## config.mk

```make
export PLATFORM = sky130hd
export DESIGN_NAME = i2s_cfg_arbiter_flat
export DESIGN_NICKNAME = d
export VERILOG_FILES = /design/src/rtl/i2s_cfg_arbiter_pkg.sv /design/src/rtl/i2s_cfg_arbiter_if.sv /design/src/rtl/i2s_cfg_arbiter_rr_pick.sv /design/src/rtl/i2s_cfg_arbiter.sv /design/src/flat_wrapper.sv
export SDC_FILE = /design/constraint.sdc
export NUM_CORES = 1
export LEC_CHECK = 0
export ABC_AREA = 1
export CORE_ASPECT_RATIO = 0.75
export CORE_MARGIN = 2
export CORE_UTILIZATION = 45
export CTS_BUF_LIST = sky130_fd_sc_hd__clkbuf_4
export DETAILED_ROUTE_END_ITERATION = 10
export PLACE_DENSITY = 0.93
export SLEW_MARGIN = 20
export SYNTH_ARGS = -nofsm -noshare
export SYNTH_HDL_FRONTEND = slang
export SYNTH_SLANG_ARGS = --single-unit
```

## constraint.sdc

```tcl
create_clock -name mI2S_CLK -period 1.6 [get_ports mI2S_CLK]
set_input_delay 0.4 -clock mI2S_CLK [delete_from_list [all_inputs] [get_ports mI2S_CLK]]
set_output_delay 0.4 -clock mI2S_CLK [all_outputs]
set_load 0.05 [all_outputs]
```

## src/rtl/i2s_cfg_arbiter_pkg.sv

```systemverilog
// Shared types and constants for the serial config-write arbiter.
// Word layout is {addr[5:0], 2'b00, value[7:0]}.
package i2s_cfg_arbiter_pkg;

  typedef enum logic [1:0] {
    ST_IDLE  = 2'd0,
    ST_ISSUE = 2'd1,
    ST_GAP   = 2'd2
  } arb_state_e;

  localparam int CFG_DATA_W = 16;
  localparam int ADDR_W     = 6;
  localparam int VAL_W      = 8;

  function automatic logic [CFG_DATA_W-1:0] cfg_word(input logic [ADDR_W-1:0] addr,
                                                     input logic [VAL_W-1:0]  val);
    return {addr, 2'b00, val};
  endfunction

endpackage

```

## src/rtl/i2s_cfg_arbiter_if.sv

```systemverilog
// Requester and serial-controller side signals of the config-write arbiter.
// The master modport is the arbiter itself; slave is whatever drives it.
interface i2s_cfg_arbiter_if #(
  parameter int NREQ   = 2,
  parameter int DATA_W = 16
);
  logic [NREQ-1:0]        iREQ;
  logic [NREQ*DATA_W-1:0] iREQ_DATA;
  logic [NREQ-1:0]        oGNT;
  logic [NREQ-1:0]        oDONE;
  logic                   oERR;
  logic                   oBUSY;
  logic                   oSTR;
  logic [DATA_W-1:0]      oDATA;
  logic                   iRDY;
  logic                   iACK;

  modport master (
    input  iREQ, iREQ_DATA, iRDY, iACK,
    output oGNT, oDONE, oERR, oBUSY, oSTR, oDATA
  );

  modport slave (
    output iREQ, iREQ_DATA, iRDY, iACK,
    input  oGNT, oDONE, oERR, oBUSY, oSTR, oDATA
  );
endinterface

```

## src/rtl/i2s_cfg_arbiter_rr_pick.sv

```systemverilog
// Combinational round-robin picker: the search starts one past the last
// requester served and wraps, so the lowest rotating offset wins.
module i2s_rr_pick #(
  parameter int NREQ = 2
) (
  input  logic [NREQ-1:0]         req_i,
  input  logic [$clog2(NREQ)-1:0] last_i,
  output logic [NREQ-1:0]         gnt_o,
  output logic [$clog2(NREQ)-1:0] idx_o
);
  localparam int LW = $clog2(NREQ);

  // Walk from the farthest offset down so the nearest requester overwrites.
  always_comb begin
    gnt_o = '0;
    idx_o = '0;
    for (int k = NREQ; k >= 1; k--) begin
      if (req_i[(int'(last_i) + k) % NREQ]) begin
        gnt_o                                 = '0;
        gnt_o[(int'(last_i) + k) % NREQ]      = 1'b1;
        idx_o                                 = LW'((int'(last_i) + k) % NREQ);
      end
    end
  end
endmodule

```

## src/rtl/i2s_cfg_arbiter.sv

```systemverilog
// Round-robin arbiter sharing one 3-wire register-write controller between
// NREQ requesters, with NACK retry and a fixed idle gap between transfers.
module i2s_cfg_arbiter
  import i2s_cfg_arbiter_pkg::*;
#(
  parameter int NREQ       = 2,
  parameter int DATA_W     = CFG_DATA_W,
  parameter int MAX_RETRY  = 3,
  parameter int GAP_CYCLES = 2
) (
  input  logic               mI2S_CLK,
  input  logic               iRST_N,
  i2s_cfg_arbiter_if.master  bus
);
  // state    | meaning
  // ST_IDLE  | no transfer; pick a winner when any request is up
  // ST_ISSUE | oSTR high, latched word on oDATA, waiting for iRDY
  // ST_GAP   | oSTR low for the idle gap, then retry or go idle

  localparam int LW = $clog2(NREQ);
  localparam int RW = (MAX_RETRY > 0) ? $clog2(MAX_RETRY + 1) : 1;
  localparam int GW = $clog2(GAP_CYCLES + 1);

  arb_state_e        state_q, state_d;
  logic [NREQ-1:0]   gnt_q, gnt_d;
  logic [NREQ-1:0]   done_q, done_d;
  logic              err_q, err_d;
  logic              str_q, str_d;
  logic [DATA_W-1:0] data_q, data_d;
  logic [LW-1:0]     gidx_q, gidx_d;
  logic [LW-1:0]     last_q, last_d;
  logic [RW-1:0]     retry_cnt_q, retry_cnt_d;
  logic [GW-1:0]     gap_cnt_q, gap_cnt_d;
  logic              retry_q, retry_d;

  logic [NREQ-1:0]   pick_gnt;
  logic [LW-1:0]     pick_idx;
  logic [DATA_W-1:0] pick_word;

  i2s_rr_pick #(.NREQ(NREQ)) u_pick (
    .req_i  (bus.iREQ),
    .last_i (last_q),
    .gnt_o  (pick_gnt),
    .idx_o  (pick_idx)
  );

  always_comb begin
    pick_word = '0;
    for (int i = 0; i < NREQ; i++) begin
      if (pick_idx == LW'(i)) pick_word = bus.iREQ_DATA[i*DATA_W +: DATA_W];
    end
  end

  always_comb begin
    state_d     = state_q;
    gnt_d       = gnt_q;
    done_d      = '0;
    err_d       = 1'b0;
    str_d       = str_q;
    data_d      = data_q;
    gidx_d      = gidx_q;
    last_d      = last_q;
    retry_cnt_d = retry_cnt_q;
    gap_cnt_d   = gap_cnt_q;
    retry_d     = retry_q;
    case (state_q)
      ST_IDLE: begin
        if (|bus.iREQ) begin
          gnt_d       = pick_gnt;
          gidx_d      = pick_idx;
          data_d      = pick_word;
          str_d       = 1'b1;
          retry_cnt_d = '0;
          state_d     = ST_ISSUE;
        end
      end
      ST_ISSUE: begin
        if (bus.iRDY) begin
          str_d     = 1'b0;
          gap_cnt_d = GW'(GAP_CYCLES);
          state_d   = ST_GAP;
          if (bus.iACK) begin
            done_d  = gnt_q;
            gnt_d   = '0;
            last_d  = gidx_q;
            retry_d = 1'b0;
          end else if (retry_cnt_q < RW'(MAX_RETRY)) begin
            retry_cnt_d = retry_cnt_q + 1'b1;
            retry_d     = 1'b1;
          end else begin
            done_d  = gnt_q;
            err_d   = 1'b1;
            gnt_d   = '0;
            last_d  = gidx_q;
            retry_d = 1'b0;
          end
        end
      end
      ST_GAP: begin
        if (gap_cnt_q == '0) begin
          if (retry_q) begin
            str_d   = 1'b1;
            retry_d = 1'b0;
            state_d = ST_ISSUE;
          end else begin
            state_d = ST_IDLE;
          end
        end else begin
          gap_cnt_d = gap_cnt_q - 1'b1;
        end
      end
      default: state_d = ST_IDLE;
    endcase
  end

  always_ff @(posedge mI2S_CLK or negedge iRST_N) begin
    if (!iRST_N) begin
      state_q     <= ST_IDLE;
      gnt_q       <= '0;
      done_q      <= '0;
      err_q       <= 1'b0;
      str_q       <= 1'b0;
      data_q      <= '0;
      gidx_q      <= '0;
      last_q      <= LW'(NREQ - 1);
      retry_cnt_q <= '0;
      gap_cnt_q   <= '0;
      retry_q     <= 1'b0;
    end else begin
      state_q     <= state_d;
      gnt_q       <= gnt_d;
      done_q      <= done_d;
      err_q       <= err_d;
      str_q       <= str_d;
      data_q      <= data_d;
      gidx_q      <= gidx_d;
      last_q      <= last_d;
      retry_cnt_q <= retry_cnt_d;
      gap_cnt_q   <= gap_cnt_d;
      retry_q     <= retry_d;
    end
  end

  assign bus.oGNT  = gnt_q;
  assign bus.oDONE = done_q;
  assign bus.oERR  = err_q;
  assign bus.oSTR  = str_q;
  assign bus.oDATA = data_q;
  assign bus.oBUSY = (state_q != ST_IDLE);
endmodule

```

## src/flat_wrapper.sv

```systemverilog
// flat-port wrapper written by rule: the top's interface ports become plain ports
module i2s_cfg_arbiter_flat import i2s_cfg_arbiter_pkg::*;
#(
  parameter int NREQ       = 2,
  parameter int DATA_W     = CFG_DATA_W,
  parameter int MAX_RETRY  = 3,
  parameter int GAP_CYCLES = 2
)
  (mI2S_CLK, iRST_N, bus_iREQ, bus_iREQ_DATA, bus_iRDY, bus_iACK, bus_oGNT, bus_oDONE, bus_oERR, bus_oBUSY, bus_oSTR, bus_oDATA);
  i2s_cfg_arbiter_if #(.NREQ(NREQ), .DATA_W(DATA_W)) bus_i ();
  input  logic mI2S_CLK;
  input  logic iRST_N;
  input wire logic [$bits(bus_i.iREQ)-1:0] bus_iREQ;
  input wire logic [$bits(bus_i.iREQ_DATA)-1:0] bus_iREQ_DATA;
  input wire logic [$bits(bus_i.iRDY)-1:0] bus_iRDY;
  input wire logic [$bits(bus_i.iACK)-1:0] bus_iACK;
  output wire logic [$bits(bus_i.oGNT)-1:0] bus_oGNT;
  output wire logic [$bits(bus_i.oDONE)-1:0] bus_oDONE;
  output wire logic [$bits(bus_i.oERR)-1:0] bus_oERR;
  output wire logic [$bits(bus_i.oBUSY)-1:0] bus_oBUSY;
  output wire logic [$bits(bus_i.oSTR)-1:0] bus_oSTR;
  output wire logic [$bits(bus_i.oDATA)-1:0] bus_oDATA;
  assign bus_i.iREQ = bus_iREQ;
  assign bus_i.iREQ_DATA = bus_iREQ_DATA;
  assign bus_i.iRDY = bus_iRDY;
  assign bus_i.iACK = bus_iACK;
  assign bus_oGNT = bus_i.oGNT;
  assign bus_oDONE = bus_i.oDONE;
  assign bus_oERR = bus_i.oERR;
  assign bus_oBUSY = bus_i.oBUSY;
  assign bus_oSTR = bus_i.oSTR;
  assign bus_oDATA = bus_i.oDATA;
  i2s_cfg_arbiter #(.NREQ(NREQ), .DATA_W(DATA_W), .MAX_RETRY(MAX_RETRY), .GAP_CYCLES(GAP_CYCLES)) u_core (.mI2S_CLK(mI2S_CLK), .iRST_N(iRST_N), .bus(bus_i));
endmodule
```

==> results.json, run 1 <==
{
  "cp_max_fo": 5,
  "worstSkewPairLatency_ns": 0.33,
  "vias": 1406,
  "endpoint_kind": "primary output",
  "wl_per_cell_um": 13.37,
  "max_slew_margin_pct": 74.06,
  "grt-ovfl-total": 0,
  "cts-buffers-inserted": 5,
  "fin_skew_ns": 0.009144,
  "io_buffers": 60,
  "grt_setup_unrepaired": "no",
  "grt_antenna_before_repair": 0,
  "wl_um": 3718,
  "syn_to_final_growth_pct": 61.54,
  "die_area_sq_um": 3947,
  "yosys_warnings": 0,
  "period_share_pct": 95.91,
  "n_antenna_cell": 0,
  "drtAntennaViolNets": 0,
  "cts.sinks": 31,
  "grt_pass1_vias": 1270,
  "reg2reg_slack_ns": 0.23,
  "cts.path.max_buffers": 2,
  "drt_pass1_iterations": 4,
  "drtIter0Drc": 106,
  "stdcell_area_sq_um": 2512,
  "multi_input_area_sq_um": 655.6,
  "power_w": 0.005364,
  "grt_max_degree": 34,
  "cts_tree": "done",
  "seq_area_frac_synth_pct": 49.96,
  "synthDistinctLibCells": 22,
  "seqCellArea_sq_um": 778.2,
  "coreArea_sq_um": 3288,
  "setup_tns_ns": 0,
  "final_nets": 277,
  "drive_gt1_share_pct": 26.47,
  "die_w_um": 71.89,
  "p_leak_nw": 1.118,
  "max_clock_freq_mhz": 651.7,
  "dpl.hpwl_um": 2773,
  "ctsHtreeMaxLevel": 2,
  "avgSynthCellArea_sq_um": 9.257,
  "place_area_sq_um": 2436,
  "path_clk_slew_ns": 0.10,
  "tightest_slew_ns": 0.3891,
  "die_height_um": 54.91,
  "holdBufCountCts": 0,
  "final_common_cell": "clkdlybuf4s50_1",
  "nFillCells": 229,
  "clock-root-buffer": "clkbuf_4",
  "peakVddDrop_mv": 1.454,
  "ios": 61,
  "synthesis.area_sq_um": 1555,
  "ys_ff_latch": 31,
  "fin_util_pct": 76.41,
  "routed_via_density": 5.058,
  "remaining_drc_errors": 0,
  "critical_path_class": "reg -> out",
  "mostFrequentLayoutCells": "clkdlybuf4s50_1, dfrtp_1, buf_12, nor2_1",
  "num_rows": 18,
  "initial_core_util_pct": 47.30,
  "hold_viol": 0,
  "crit_path_start_kind": "register",
  "slew_violations": 0,
  "cap_viol_max_count": 0,
  "status": "complete, no violations",
  "power.density_nw_per_um2": 2135,
  "setup_viol_count_final": 0,
  "hold-worst-slack_ns": 0.4544,
  "cp.arrival_ns": 1.13,
  "grt_pass1_wl_um": 6044,
  "syn_inst": 168,
  "synth_nets": 208,
  "grt.total_usage_pct": 21.23,
  "gp_congestion": 0.8211,
  "fin_crit_ns": 1.535,
  "hold_path_class": "in -> async",
  "cp.required_ns": 1.20
}
-- cells by family (layout without fill, tap and decap cells) --
| group | after synthesis | after routing | synth area share [%] |
|---|---|---|---|
| adders and majority gates | 2 | 2 | 1.609 |
| AOI/OAI and AO/OA | 44 | 44 | 18.74 |
| and+or+nand+nor | 70 | 70 | 21.80 |
| DFF | 31 | 31 | 49.96 |
| buffers and inverters | 21 | 91 | 7.884 |
-- sequential cells by signal, indices dropped and copies added (netlist names) --
register,cells
u_core.bus.oDATA,16
u_core.bus.oDONE,2
u_core.bus.oGNT,2
u_core.gap_cnt_q,2
u_core.retry_cnt_q,2
u_core.state_q,2
u_core.bus.oERR,1
u_core.bus.oSTR,1
u_core.gidx_q,1
u_core.last_q,1
u_core.retry_q,1
-- worst max-delay path: stages, from the launching register on --
cell and delay (ns):
dfrtp_2 0.46, nor2_4 0.13, inv_1 0.07, buf_12 0.15
-- stage by stage --
| stage | std cells | worst slack [ns] |
|---|---|---|
| 2_1_floorplan | 168 | 0.3657 |
| 3_3_place_gp | 267 | -0.08340 |
| 3_5_place_dp | 267 | -0.1856 |
| 4_1_cts | 275 | 0.00006495 |
| 5_1_grt | 278 | 0.003299 |
| 6_report | 278 | 0.06547 |
-- where the power goes --
part | total (W) | internal (W) | leakage (nW) | switching (W)
clock | 0.000440 | 0.000179 | 0.0307 | 0.000261
sequential | 0.00149 | 0.00115 | 0.367 | 0.000341
combinational | 0.00343 | 0.00159 | 0.720 | 0.00184
-- routing by layer --
layer	wire length [um]	GRT usage (%)	vias to the layer above
met1	1640	26.43	653
met3	270	6.884	10
li1	-	-	690
met2	1732	34.10	53
met5	0	0	-
met4	74	10.69	0
-- cells in the mapped netlist --
library cell  instances  area share [%]
nand2_1              17             4.1
inv_1                12             2.9
buf_12                1             1.3
dfrtp_1              30              48
dfstp_2               1             1.7
buf_4                 1            0.48
nor2_1               23             5.6
a21oi_2              18              10
o21ai_0               6             1.9
nor2_4                2             1.4
clkbuf_1              1            0.24
o21ai_1               1            0.32
buf_2                 1            0.32
o21ai_2               1            0.56
nor3b_1               1            0.48
nand4_1               3             1.2
a21oi_1              18             5.8
inv_2                 2            0.48
buf_6                 3             2.2
nand3_1               8             2.6
nand2b_1             16             6.4
ha_1                  2             1.6
-- path summary, 6_finish.rpt --
check,start,endpoint,depth (start not counted)
max,u_core.state_q[0]$_DFFE_PN0P_,bus_oBUSY,3
min,iRST_N,u_core.retry_q$_DFFE_PN0P_,2
max reg2reg,u_core.retry_cnt_q[0]$_DFFE_PN0P_,u_core.bus.oGNT[0]$_DFFE_PN0P_,7
min reg2reg,u_core.last_q$_DFFE_PN1P_,u_core.last_q$_DFFE_PN1P_,2
max in group asynchronous,iRST_N,u_core.last_q$_DFFE_PN1P_,2
min in group mI2S_CLK,u_core.last_q$_DFFE_PN1P_,u_core.last_q$_DFFE_PN1P_,2
-- area by class of cell --
class                   instances  share of cell area [%]
clock inverters                 2                  0.2988
repair buffers                 69                   36.75
clock buffers                   6                   1.793
multi-input cells             116                   26.10
flip-flops and latches         31                   30.98
well taps                      40                   1.992
inverters                      14                   2.092
-- what timing repair did --
action,CTS,global route
setup endpoints to repair,0,1
buffers inserted,0,3
resized for setup,0,1
Note: power is estimated with default switching activity, not from simulation.
==> run 2: changes to the inputs <==
- CORE_UTILIZATION: 45 -> 52
- DONT_BUFFER_PORTS: unset -> 1
- PLACE_DENSITY: 0.93 -> 0.78
==> run 2 against run 1 <==
Against the previous run:
- worst hold slack lost 0.30 ns
- final area fell by 34%
- largest power group is now sequential cells
- sequential power is 51% higher
- register-to-register slack got worse by 0.04 ns
- sequential cell count is the same
- combinational power shrank 62%
- largest cell class is now registers
==> results.json, run 2 (synthesized netlist as in run 1, its figures left out) <==
{
  "grt-ovfl-total": 0,
  "grt.total_usage_pct": 20.11,
  "num_rows": 17,
  "fin_crit_ns": 1.539,
  "mostFrequentLayoutCells": "dfrtp_1, nor2_1, a21oi_1, a21oi_2, nand2_1",
  "path_clk_slew_ns": 0.09,
  "slew_violations": 0,
  "top_usage_layer": "met2",
  "drive_gt1_share_pct": 22.60,
  "wl_um": 3095,
  "remaining_drc_errors": 0,
  "period_share_pct": 96.21,
  "cap_viol_max_count": 0,
  "gp_congestion": 0.7773,
  "hold_viol": 0,
  "drtAntennaViolNets": 0,
  "met1_usage_pct": 23.50,
  "grt_setup_unrepaired": "yes",
  "initial_core_util_pct": 53.76,
  "n_antenna_cell": 0,
  "die_area_sq_um": 3449,
  "hold-worst-slack_ns": 0.1496,
  "cts.sinks": 31,
  "die_height_um": 51.36,
  "max_clock_freq_mhz": 649.6,
  "final_nets": 216,
  "fin_skew_ns": 0.007577,
  "grt_antenna_before_repair": 0,
  "critical_path_class": "reg -> out",
  "grt_max_degree": 34,
  "power.density_nw_per_um2": 2396,
  "r2r_cells": 6,
  "clock-root-buffer": "clkbuf_4",
  "cp.arrival_ns": 1.14,
  "crit_path_start_kind": "register",
  "grtUsageMet2_pct": 33.17,
  "setup_viol_count_final": 0,
  "peakVddDrop_mv": 1.217,
  "grt_pass1_wl_um": 5009,
  "tightest_slew_ns": 0.5012,
  "io_buffers": 0,
  "ios": 61,
  "cts_tree": "done",
  "worstSkewPairLatency_ns": 0.31,
  "max_slew_margin_pct": 66.59,
  "use_met3_pct": 7.709,
  "coreArea_sq_um": 2893,
  "grt_pass1_vias": 1134,
  "finalNonFillerCells": 215,
  "status": "complete, no violations",
  "p_leak_nw": 0.7439,
  "dp_cells": 203,
  "ctsHtreeMaxLevel": 2,
  "cts-buffers-inserted": 5,
  "vias": 1128,
  "cp_max_fo": 2,
  "drtIter0Drc": 58,
  "die_w_um": 67.15,
  "endpoint_kind": "primary output",
  "syn_to_final_growth_pct": 7.241,
  "hold_path_class": "in -> reg",
  "cp.required_ns": 1.20,
  "drt_pass1_iterations": 4,
  "final_common_cell": "dfrtp_1",
  "routed_via_density": 5.247,
  "dpl.hpwl_um": 2293,
  "cts.path.max_buffers": 2,
  "largest_reg_flops": 16,
  "wl_per_cell_um": 14.40,
  "hold_depth": 1
}
[run 2: where the power goes]
group	switching, W	internal, W
registers	0.00112	0.00113
logic	0.000818	0.000502
clock network	0.000249	0.000180
[run 2: area by class of cell]
type | count | area (sq um)
Clock buffer | 6 | 45.04
Sequential cell | 31 | 778.2
Inverter | 14 | 56.30
Tap cell | 38 | 47.55
Fill cell | 280 | 1225
Clock inverter | 2 | 7.507
Multi-Input combinational cell | 116 | 658.1
Timing Repair Buffer | 8 | 75.07
[run 2: layer usage]
| metal | routed length [um] | vias to the layer above |
|---|---|---|
| met5 | 0 | - |
| met4 | 10 | 0 |
| met1 | 1251 | 525 |
| met3 | 245 | 2 |
| li1 | - | 564 |
| met2 | 1588 | 37 |
[run 2: path summary, 6_finish.rpt]
check	startpoint	to	slack, ns
max	u_core.state_q[0]$_DFFE_PN0P_	bus_oBUSY	0.06
min	bus_iACK	u_core.bus.oERR$_DFF_PN0_	0.15
max reg2reg	u_core.retry_cnt_q[0]$_DFFE_PN0P_	u_core.bus.oGNT[1]$_DFFE_PN0P_	0.19
min reg2reg	u_core.last_q$_DFFE_PN1P_	u_core.last_q$_DFFE_PN1P_	0.52
max in group asynchronous	iRST_N	u_core.last_q$_DFFE_PN1P_	0.84
min in group asynchronous	iRST_N	u_core.bus.oDATA[2]$_DFFE_PN0P_	0.52
[run 2: what timing repair did]
action	CTS	global route
hold buffers	2	0
pin swaps	1	0
gates resized for setup	2	1
setup buffers	2	0
hold endpoints to repair	31	0
setup endpoints to repair	1	2
[run 2: worst max-delay path, stage by stage (launching register included)]
cell and delay [ns]:
dfrtp_2 0.43, nor2_4 0.14, clkinvlp_4 0.25
[run 2: through the flow]
step	setup WS, ns	setup TNS, ns	util, %	area [sq um]	power [W]
finish	0.06070	0	57.66	1668	0.003996
CTS	0.03412	0	57.57	1665	0.004029
global route	-0.0009129	-0.0009129	57.66	1668	0.004297
global placement	0.2274	0	54.02	1563	0.003419
detailed placement	0.1969	0	54.02	1563	0.003514
floorplan	0.3657	0	-	1555	0.003323
==> run 3: changes to the inputs <==
- CAP_MARGIN: unset -> 10
- CORE_UTILIZATION: 52 -> 53
- PLACE_DENSITY: 0.78 -> 0.79
==> run 3 against run 2 <==
Against the previous run:
- total power is 0.52% higher
- final area barely moved
- clock skew fell by 0.0033 ns
- first-iteration DRC count down 10%
- non-clock buffer count decreased by 2
- routed wire length up 4.5%
- maximum frequency down 0.28%
- largest cell class unchanged
- largest power group unchanged
- highest routed layer unchanged
- critical path depth stayed put
- sequential share of layout area is essentially flat
- critical path type unchanged
==> results.json, run 3 (synthesized netlist as in run 1, its figures left out) <==
{
  "cts.path.max_buffers": 2,
  "hold_path_class": "in -> reg",
  "fin_skew_ns": 0.004276,
  "endpoint_kind": "primary output",
  "period_share_pct": 96.48,
  "drt_pass1_iterations": 4,
  "nFillCells": 236,
  "grt_pass1_vias": 1111,
  "cp_max_fo": 2,
  "rr_endpoint": "u_core.bus.oGNT[0]$_DFFE_PN0P_",
  "finalNonFillerCells": 210,
  "status": "complete, no violations",
  "coreArea_sq_um": 2703,
  "final_common_cell": "dfrtp_1",
  "die_area_sq_um": 3388,
  "crit_path_start_kind": "register",
  "tightest_slew_ns": 0.7725,
  "grt_max_degree": 34,
  "drtIter0Drc": 52,
  "p_leak_nw": 0.7389,
  "cts.sinks": 31,
  "cts_tree": "done",
  "remaining_drc_errors": 0,
  "reg2reg_slack_ns": 0.17,
  "gp_congestion": 0.8651,
  "critical_path_class": "reg -> out",
  "n_antenna_cell": 0,
  "fin_crit_ns": 1.544,
  "syn_to_final_growth_pct": 7.160,
  "power.density_nw_per_um2": 2410,
  "peakVddDrop_mv": 1.295,
  "die_w_um": 66.55,
  "grt.total_usage_pct": 20.26,
  "grt-ovfl-total": 0,
  "cp-startpoint": "u_core.state_q[0]$_DFFE_PN0P_",
  "endpoint": "bus_oBUSY",
  "cts-buffers-inserted": 5,
  "grt_pass1_wl_um": 5030,
  "setup_viol_count_final": 0,
  "vias": 1161,
  "wl_per_cell_um": 15.40,
  "initial_core_util_pct": 57.55,
  "r2r_cells": 7,
  "path_clk_slew_ns": 0.09,
  "worstSkewPairLatency_ns": 0.32,
  "die_height_um": 50.92,
  "drtAntennaViolNets": 0,
  "max_clock_freq_mhz": 647.8,
  "hold_viol": 0,
  "worst_slack_ns": 0.05639,
  "slew_violations": 0,
  "ctsHtreeMaxLevel": 2,
  "ios": 61,
  "cp.arrival_ns": 1.14,
  "cp.required_ns": 1.20,
  "max_slew_margin_pct": 48.38,
  "r2r-start": "u_core.retry_cnt_q[0]$_DFFE_PN0P_",
  "final_nets": 214,
  "power_w": 0.004017,
  "clock-root-buffer": "clkbuf_4",
  "num_rows": 16,
  "largest_reg_flops": 16,
  "routed_via_density": 5.529,
  "grt_setup_unrepaired": "no",
  "mostFrequentLayoutCells": "dfrtp_1, nor2_1, a21oi_1, nand2_1, a21oi_2",
  "dpl.hpwl_um": 2383,
  "cap_viol_max_count": 0,
  "hold-worst-slack_ns": 0.1419,
  "wl_um": 3235,
  "grt_antenna_before_repair": 0,
  "dp_cells": 199,
  "dpl_worst_slack_ns": 0.1233,
  "drive_gt1_share_pct": 21.84,
  "io_buffers": 0
}
==> run 3: timing repair <==
action                                  in CTS  in global routing
hold buffers                                 2                  0
gates resized for setup                      2                  3
buffers inserted                             2                  0
endpoints found under the hold margin       31                  0
pin swaps                                    1                  0
cloned                                       0                  0
endpoints found under the setup margin       1                  3
==> run 3: cell type report <==
class / count / area (sq um) / area share (%)
flip-flops and latches: 31 / 778.2 / 46.70
repair buffers: 6 / 72.57 / 4.354
well taps: 36 / 45.04 / 2.703
multi-input cells: 116 / 665.6 / 39.94
clock buffers: 5 / 37.54 / 2.252
clock inverters: 2 / 8.758 / 0.5255
inverters: 14 / 58.81 / 3.529
==> run 3: metal layers <==
layer	global-route usage (%)	part of all wire (%)	up-vias
met5	0	0	-
met4	6.803	0.99	0
met2	33.67	52	55
met1	24.89	39	539
met3	6.608	8.5	6
li1	-	-	561
==> run 3: critical path: stages, from the launching register on <==
cell and delay [ns]:
dfrtp_2 0.44, nor2_4 0.14, clkinvlp_4 0.25
==> run 3: worst min path at each step <==
stage	from	endpoint	slack, ns	depth (start not counted)
after floorplan	iRST_N	u_core.bus.oDATA[0]$_DFFE_PN0P_	0.10	0
after global placement	iRST_N	u_core.bus.oERR$_DFF_PN0_	0.11	0
after detailed placement	iRST_N	u_core.bus.oDONE[0]$_DFF_PN0_	0.11	0
after CTS	bus_iACK	u_core.bus.oERR$_DFF_PN0_	0.14	1
after global routing	bus_iACK	u_core.bus.oERR$_DFF_PN0_	0.12	1
final	bus_iACK	u_core.bus.oERR$_DFF_PN0_	0.14	1
==> run 3: per-stage QoR <==
stage | setup TNS (ns) | instance area [sq um] | utilization (%)
2_1_floorplan | 0 | 1555 | -
3_3_place_gp | -2.188 | 1558 | 57.64
3_5_place_dp | 0 | 1565 | 57.92
4_1_cts | 0 | 1662 | 61.48
5_1_grt | 0 | 1667 | 61.67
6_report | 0 | 1667 | 61.67
==> run 3: report_power, final <==
group	internal [W]	switching (W)
clock	0.000155	0.000251
combinational	0.000520	0.000841
sequential	0.00113	0.00112
total	0.00181	0.00221
